File: src/rtl/pwm_controller_pkg.sv
// Shared types and reset defaults for the PWM sequencing controller.
// No logic here; latency and backpressure live in the modules that import it.
package pwm_pkg;

  localparam int CNT_W = 4;

  typedef enum logic {
    IDLE = 1'b0,
    RUN  = 1'b1
  } state_e;

  localparam logic [CNT_W-1:0] PWM_DEF_PERIOD = 4'd15;
  localparam logic [CNT_W-1:0] PWM_DEF_DUTY   = 4'd8;
  localparam int               PWM_DEF_PRESC  = 0;

endpackage

File: src/rtl/pwm_controller_if.sv
// Config handshake bundle: period/duty/prescale offered with valid, taken on valid && ready.
// Zero-latency wires; ready low means the shadow slot is still occupied.
interface pwm_controller_if #(
  parameter int PRESC_W = 8
);
  import pwm_pkg::*;

  logic               cfg_valid;
  logic               cfg_ready;
  logic [CNT_W-1:0]   cfg_period;
  logic [CNT_W-1:0]   cfg_duty;
  logic [PRESC_W-1:0] cfg_presc;

  modport master (
    output cfg_valid, cfg_period, cfg_duty, cfg_presc,
    input  cfg_ready
  );

  modport slave (
    input  cfg_valid, cfg_period, cfg_duty, cfg_presc,
    output cfg_ready
  );

endinterface

File: src/rtl/pwm_controller_nbitcomparator.sv
// Unsigned N-bit magnitude comparator: Ab = a>b, ab = a==b, aB = a<b.
// Purely combinational, no backpressure.
module nbitcomparator #(
  parameter int N = 4
) (
  input  logic [N-1:0] a,
  input  logic [N-1:0] b,
  output logic         Ab,
  output logic         ab,
  output logic         aB
);

  assign Ab = (a > b);
  assign ab = (a == b);
  assign aB = (a < b);

endmodule

File: src/rtl/pwm_controller.sv
// Prescaled 4-bit PWM sequencer; pwm_out/period_end lag the counter by one clock.
// Config is double-buffered: one shadow slot, cfg_ready low until it commits at a period boundary.
module pwm_controller
  import pwm_pkg::*;
#(
  parameter int                 PRESC_W    = 8,
  parameter logic [CNT_W-1:0]   DEF_PERIOD = PWM_DEF_PERIOD,
  parameter logic [CNT_W-1:0]   DEF_DUTY   = PWM_DEF_DUTY,
  parameter logic [PRESC_W-1:0] DEF_PRESC  = PRESC_W'(PWM_DEF_PRESC)
) (
  input  logic                    clk,
  input  logic                    rst_n,
  input  logic                    en,
  pwm_controller_if.slave         cfg,
  output logic                    pwm_out,
  output logic                    period_end,
  output logic                    busy
);

  state_e             state_q, state_d;
  logic [PRESC_W-1:0] pc_q, pc_d;
  logic [CNT_W-1:0]   cnt_q, cnt_d;
  logic [CNT_W-1:0]   period_act_q, period_act_d;
  logic [CNT_W-1:0]   duty_act_q, duty_act_d;
  logic [PRESC_W-1:0] presc_act_q, presc_act_d;
  logic [CNT_W-1:0]   shd_period_q, shd_period_d;
  logic [CNT_W-1:0]   shd_duty_q, shd_duty_d;
  logic [PRESC_W-1:0] shd_presc_q, shd_presc_d;
  logic               pending_q, pending_d;
  logic               pwm_out_q, pwm_out_d;
  logic               period_end_q, period_end_d;

  logic run, tick, wrap, accept, commit;
  logic cmp_lt, cmp_gt_unused, cmp_eq_unused;

  nbitcomparator #(.N(CNT_W)) u_cmp (
    .a  (cnt_q),
    .b  (duty_act_q),
    .Ab (cmp_gt_unused),
    .ab (cmp_eq_unused),
    .aB (cmp_lt)
  );

  always_comb begin
    run    = (state_q == RUN) && en;
    tick   = run && (pc_q == presc_act_q);
    wrap   = tick && (cnt_q == period_act_q);
    accept = cfg.cfg_valid && !pending_q;
    // pending_q is still 0 on an accept-at-wrap cycle, so that wrap cannot commit it
    commit = pending_q && ((state_q == IDLE) || wrap);

    state_d = en ? RUN : IDLE;

    pc_d = pc_q;
    if (!run || tick) pc_d = '0;
    else              pc_d = pc_q + 1'b1;

    cnt_d = cnt_q;
    if (!run || wrap) cnt_d = '0;
    else if (tick)    cnt_d = cnt_q + 1'b1;

    shd_period_d = shd_period_q;
    shd_duty_d   = shd_duty_q;
    shd_presc_d  = shd_presc_q;
    if (accept) begin
      shd_period_d = cfg.cfg_period;
      shd_duty_d   = cfg.cfg_duty;
      shd_presc_d  = cfg.cfg_presc;
    end

    pending_d = pending_q;
    if (accept)      pending_d = 1'b1;
    else if (commit) pending_d = 1'b0;

    period_act_d = period_act_q;
    duty_act_d   = duty_act_q;
    presc_act_d  = presc_act_q;
    if (commit) begin
      period_act_d = shd_period_q;
      duty_act_d   = shd_duty_q;
      presc_act_d  = shd_presc_q;
    end

    pwm_out_d    = run && cmp_lt;
    period_end_d = wrap;
  end

  always_ff @(posedge clk or negedge rst_n) begin
    if (!rst_n) begin
      state_q      <= IDLE;
      pc_q         <= '0;
      cnt_q        <= '0;
      period_act_q <= DEF_PERIOD;
      duty_act_q   <= DEF_DUTY;
      presc_act_q  <= DEF_PRESC;
      shd_period_q <= '0;
      shd_duty_q   <= '0;
      shd_presc_q  <= '0;
      pending_q    <= 1'b0;
      pwm_out_q    <= 1'b0;
      period_end_q <= 1'b0;
    end else begin
      state_q      <= state_d;
      pc_q         <= pc_d;
      cnt_q        <= cnt_d;
      period_act_q <= period_act_d;
      duty_act_q   <= duty_act_d;
      presc_act_q  <= presc_act_d;
      shd_period_q <= shd_period_d;
      shd_duty_q   <= shd_duty_d;
      shd_presc_q  <= shd_presc_d;
      pending_q    <= pending_d;
      pwm_out_q    <= pwm_out_d;
      period_end_q <= period_end_d;
    end
  end

  assign cfg.cfg_ready = !pending_q;
  assign pwm_out       = pwm_out_q;
  assign period_end    = period_end_q;
  assign busy          = (state_q == RUN);

endmodule
File: src/flat_wrapper.sv
// flat-port wrapper written by rule: the top's interface ports become plain ports
module pwm_controller_flat import pwm_pkg::*;
#(
  parameter int                 PRESC_W    = 8,
  parameter logic [CNT_W-1:0]   DEF_PERIOD = PWM_DEF_PERIOD,
  parameter logic [CNT_W-1:0]   DEF_DUTY   = PWM_DEF_DUTY,
  parameter logic [PRESC_W-1:0] DEF_PRESC  = PRESC_W'(PWM_DEF_PRESC)
)
  (clk, rst_n, en, pwm_out, period_end, busy, cfg_cfg_valid, cfg_cfg_period, cfg_cfg_duty, cfg_cfg_presc, cfg_cfg_ready);
  pwm_controller_if #(.PRESC_W(PRESC_W)) cfg_i ();
  input  logic clk;
  input  logic rst_n;
  input  logic en;
  output logic pwm_out;
  output logic period_end;
  output logic busy;
  input wire logic [$bits(cfg_i.cfg_valid)-1:0] cfg_cfg_valid;
  input wire logic [$bits(cfg_i.cfg_period)-1:0] cfg_cfg_period;
  input wire logic [$bits(cfg_i.cfg_duty)-1:0] cfg_cfg_duty;
  input wire logic [$bits(cfg_i.cfg_presc)-1:0] cfg_cfg_presc;
  output wire logic [$bits(cfg_i.cfg_ready)-1:0] cfg_cfg_ready;
  assign cfg_i.cfg_valid = cfg_cfg_valid;
  assign cfg_i.cfg_period = cfg_cfg_period;
  assign cfg_i.cfg_duty = cfg_cfg_duty;
  assign cfg_i.cfg_presc = cfg_cfg_presc;
  assign cfg_cfg_ready = cfg_i.cfg_ready;
  pwm_controller #(.PRESC_W(PRESC_W), .DEF_PERIOD(DEF_PERIOD), .DEF_DUTY(DEF_DUTY), .DEF_PRESC(DEF_PRESC)) u_core (.clk(clk), .rst_n(rst_n), .en(en), .cfg(cfg_i), .pwm_out(pwm_out), .period_end(period_end), .busy(busy));
endmodule
File: config.mk
export PLATFORM = sky130hd
export DESIGN_NAME = pwm_controller_flat
export DESIGN_NICKNAME = d
export VERILOG_FILES = /design/src/rtl/pwm_controller_pkg.sv /design/src/rtl/pwm_controller_if.sv /design/src/rtl/pwm_controller_nbitcomparator.sv /design/src/rtl/pwm_controller.sv /design/src/flat_wrapper.sv
export SDC_FILE = /design/constraint.sdc
export NUM_CORES = 1
export LEC_CHECK = 0
export BUFFER_PORTS_ARGS = -buffer_cell sky130_fd_sc_hd__buf_4
export CAP_MARGIN = 20
export CORE_MARGIN = 8
export CORE_UTILIZATION = 45
export CTS_CLUSTER_SIZE = 10
export DETAILED_ROUTE_END_ITERATION = 6
export PLACE_DENSITY = 0.74
export SYNTH_ARGS = -nofsm -noshare
export SYNTH_HDL_FRONTEND = slang
export SYNTH_SLANG_ARGS = --single-unit
File: constraint.sdc
create_clock -name clk -period 2.75 [get_ports clk]
set_input_delay 0.4125 -clock clk [delete_from_list [all_inputs] [get_ports clk]]
set_output_delay 0.4125 -clock clk [all_outputs]
set_load 0.02 [all_outputs]
==> results.toml <==
[run_status]
outcome = "complete, no violations"

[floorplanning]
fp.dieW_um = 85.5
dieArea_mm2 = 0.00731
initial_utilization = 0.463
io_pins = 24
core_mm2 = 0.00469
die_h_um = 85.5
row_count = 25

[global_routing]
use_met1 = 0.146
grt_use_total = 0.109
grtUsageMet3 = 0.0267
gr-total-overflow = 0
grt_pass1_wl_mm = 6.40
top_usage_layer = "met2"
grt_max_degree = 49
grt_pass1_vias = 1330
grt_use_met2 = 0.160
antenna_found_initial = 0

[clocking]
clockBufferDepth = 2
numCtsBuffers = 5
path_clk_slew_ns = 0.09
clock-root-buffer = "clkbuf_8"
cts.repair.resized = 0
hold_buffers = 0
post_cts_buffers = 0
h-tree-depth = 2
cts.sinks = 48
cts_tree = "built"
clk_latency_ns = 0.30

[timing]
final.setup.tns_ns = 0
setup_violations = 0
hold_viol_final = 0
min_period_ns = 2.07
fmax_mhz = 482
report.final.slew_viol_count = 0
setup_ws_ns = 0.677
finalCritPeriodShare = 0.754
finalHoldWorstSlack_ns = 0.114
relSlewSlack = 0.536
tightest_slew_ns = 0.696
rsz0062_at_grt = "false"
clock_skew_ns = 0.00728

[layout]
syn_to_final_growth_pct = 15.8
antenna_cells = 0
final_nets = 215
drive_above_1_share = 0.387

[critical_path]
critPathMaxFanout = 16
worst_path_dominant_cell_family = "compound AO/OA/AOI/OAI gates"
crit_chain = "xor2_1 > nor3_1 > and3_1 > a31oi_4 > mux2_2"
crit_arrival_ns = 2.26
slowest_delay_ns = 0.60
reg2regPathDepth = 5
path_depth = 5
cp-start-kind = "flip-flop"
worstSetupPathType = "reg2reg"
setup.worst_path.end_class = "flip-flop"
worst_ep_required_time_ns = 2.94
slowest_stage = "a31oi_4"
crit_buf_inv = 0

[synth]
synth-seq-area-share = 0.555
synth_area_leader_cell = "dfrtp_1"
synth.distinct_cells = 35
synth_fp_nets = 188
synth-warning-count = 0
syn_area_mm2 = 0.00217
synthTopCellsByArea = "dfrtp_1, mux2_2, mux2_4"
yosysTopAreaCellShare = 0.495
syn_area_per_cell_um2 = 13.3
syn_inst = 163
ys_ff_latch = 48

[place]
port-buffer-count = 23
dp_hpwl_mm = 2.53
dpl_worst_slack_ns = 0.652
gp_congestion = 0.791

[power_and_ir_drop]
p_per_area_mw_per_mm2 = 774
ir_worst_vdd_mv = 0.506
p_leak_nw = 1.15

[worst_hold_path]
hold_path_class = "in2async"

[detailed_routing]
routed_wl_mm = 3.57
vias = 1276
routedWlPerCell_um = 14.6
drt_iter0_markers = 60
antenna_left = 0
viasPerCell = 5.21
drt_pre_antenna_iters = 4
drc_errors = 0

[flow_run]
cap_violations = 0
-- where the power goes --
group / total [mW] / internal, mW / switching [mW]
Sequential: 0.997 / 0.891 / 0.106
Clock: 0.531 / 0.297 / 0.234
Combinational: 0.422 / 0.266 / 0.157
-- final timing paths --
| check | endpoint | slack (ns) | startpoint |
|---|---|---|---|
| max | u_core.duty_act_q[1]$_DFFE_PN0P_ | 0.68 | u_core.period_act_q[2]$_DFFE_PN1P_ |
| min reg2reg | u_core.presc_act_q[2]$_DFFE_PN0P_ | 0.51 | u_core.shd_presc_q[2]$_DFFE_PN0P_ |
| min | u_core.shd_presc_q[1]$_DFFE_PN0P_ | 0.11 | rst_n |
| max in group asynchronous | u_core.pc_q[5]$_DFF_PN0_ | 2.24 | rst_n |
| min in group clk | u_core.busy$_DFF_PN0_ | 0.23 | en |
| max reg2reg | u_core.duty_act_q[1]$_DFFE_PN0P_ | 0.68 | u_core.period_act_q[2]$_DFFE_PN1P_ |
-- layout make-up --
class	instances	area [um^2]
Clock buffer	6	82.6
Fill cell	419	2170
Multi-Input combinational cell	106	923
Tap cell	54	67.6
Sequential cell	48	1210
Inverter	5	18.8
Timing Repair Buffer	24	180
Clock inverter	2	38.8
-- placed cells by master (no fill, tap or decap), types with 6 or more instances in the layout --
cell type  count
nand3_1        6
clkbuf_8       6
xor2_1         7
nor2_1         9
mux2_4        10
buf_4         24
xnor2_1       11
mux2_2        22
nand2_1        8
dfrtp_1       43
-- routing by layer --
metal	wire length (um)	vias up	share of wire
met5	0	-	0
met3	141	5	0.039
met4	58	0	0.016
met1	1760	634	0.49
met2	1610	21	0.45
li1	-	616	-
-- synthesized netlist by cell type (all sizes together) --
master	n
or2	1
xnor2	11
a21o	2
a31oi	2
ha	5
nand3	6
clkbuf	2
buf	2
o211ai	1
o21bai	1
o21ai	2
o22ai	2
dfrtp	43
a211oi	1
nand2b	2
and2	1
nand4b	1
nand2	8
xor2	7
nor2	10
mux2	32
nor3	3
nand4	3
inv	5
and3	3
dfstp	5
nand3b	1
nor2b	1
-- kinds of logic after synthesis --
family                   after synthesis  share of synthesized area
flip-flops                            48                      0.555
AND/OR/NAND/NOR                       40                      0.100
multiplexers                          32                      0.183
XOR/XNOR                              18                     0.0725
AO/OA/AOI/OAI                         11                     0.0403
buffers and inverters                  9                     0.0201
adder cells (fa/ha/maj)                5                     0.0288
-- state kept, by name, indices dropped and copies added (netlist names) --
register and cells:
u_core.shd_period_q 4, u_core.cnt_q 4, u_core.pending_q 1, u_core.pwm_out 1
u_core.shd_duty_q 4, u_core.period_act_q 4, u_core.busy 1, u_core.period_end 1
u_core.shd_presc_q 8, u_core.presc_act_q 8, u_core.pc_q 8, u_core.duty_act_q 4
-- per-stage QoR --
step	instance area [um^2]	total power [mW]	std cells	utilization
3_3_place_gp	2400	1.42	237	0.511
4_1_cts	2520	1.97	245	0.537
6_report	2520	1.95	245	0.537
2_1_floorplan	2170	1.33	163	-
3_5_place_dp	2400	1.44	237	0.511
5_1_grt	2520	2.06	245	0.537
Note: power is estimated with default switching activity, not from simulation.
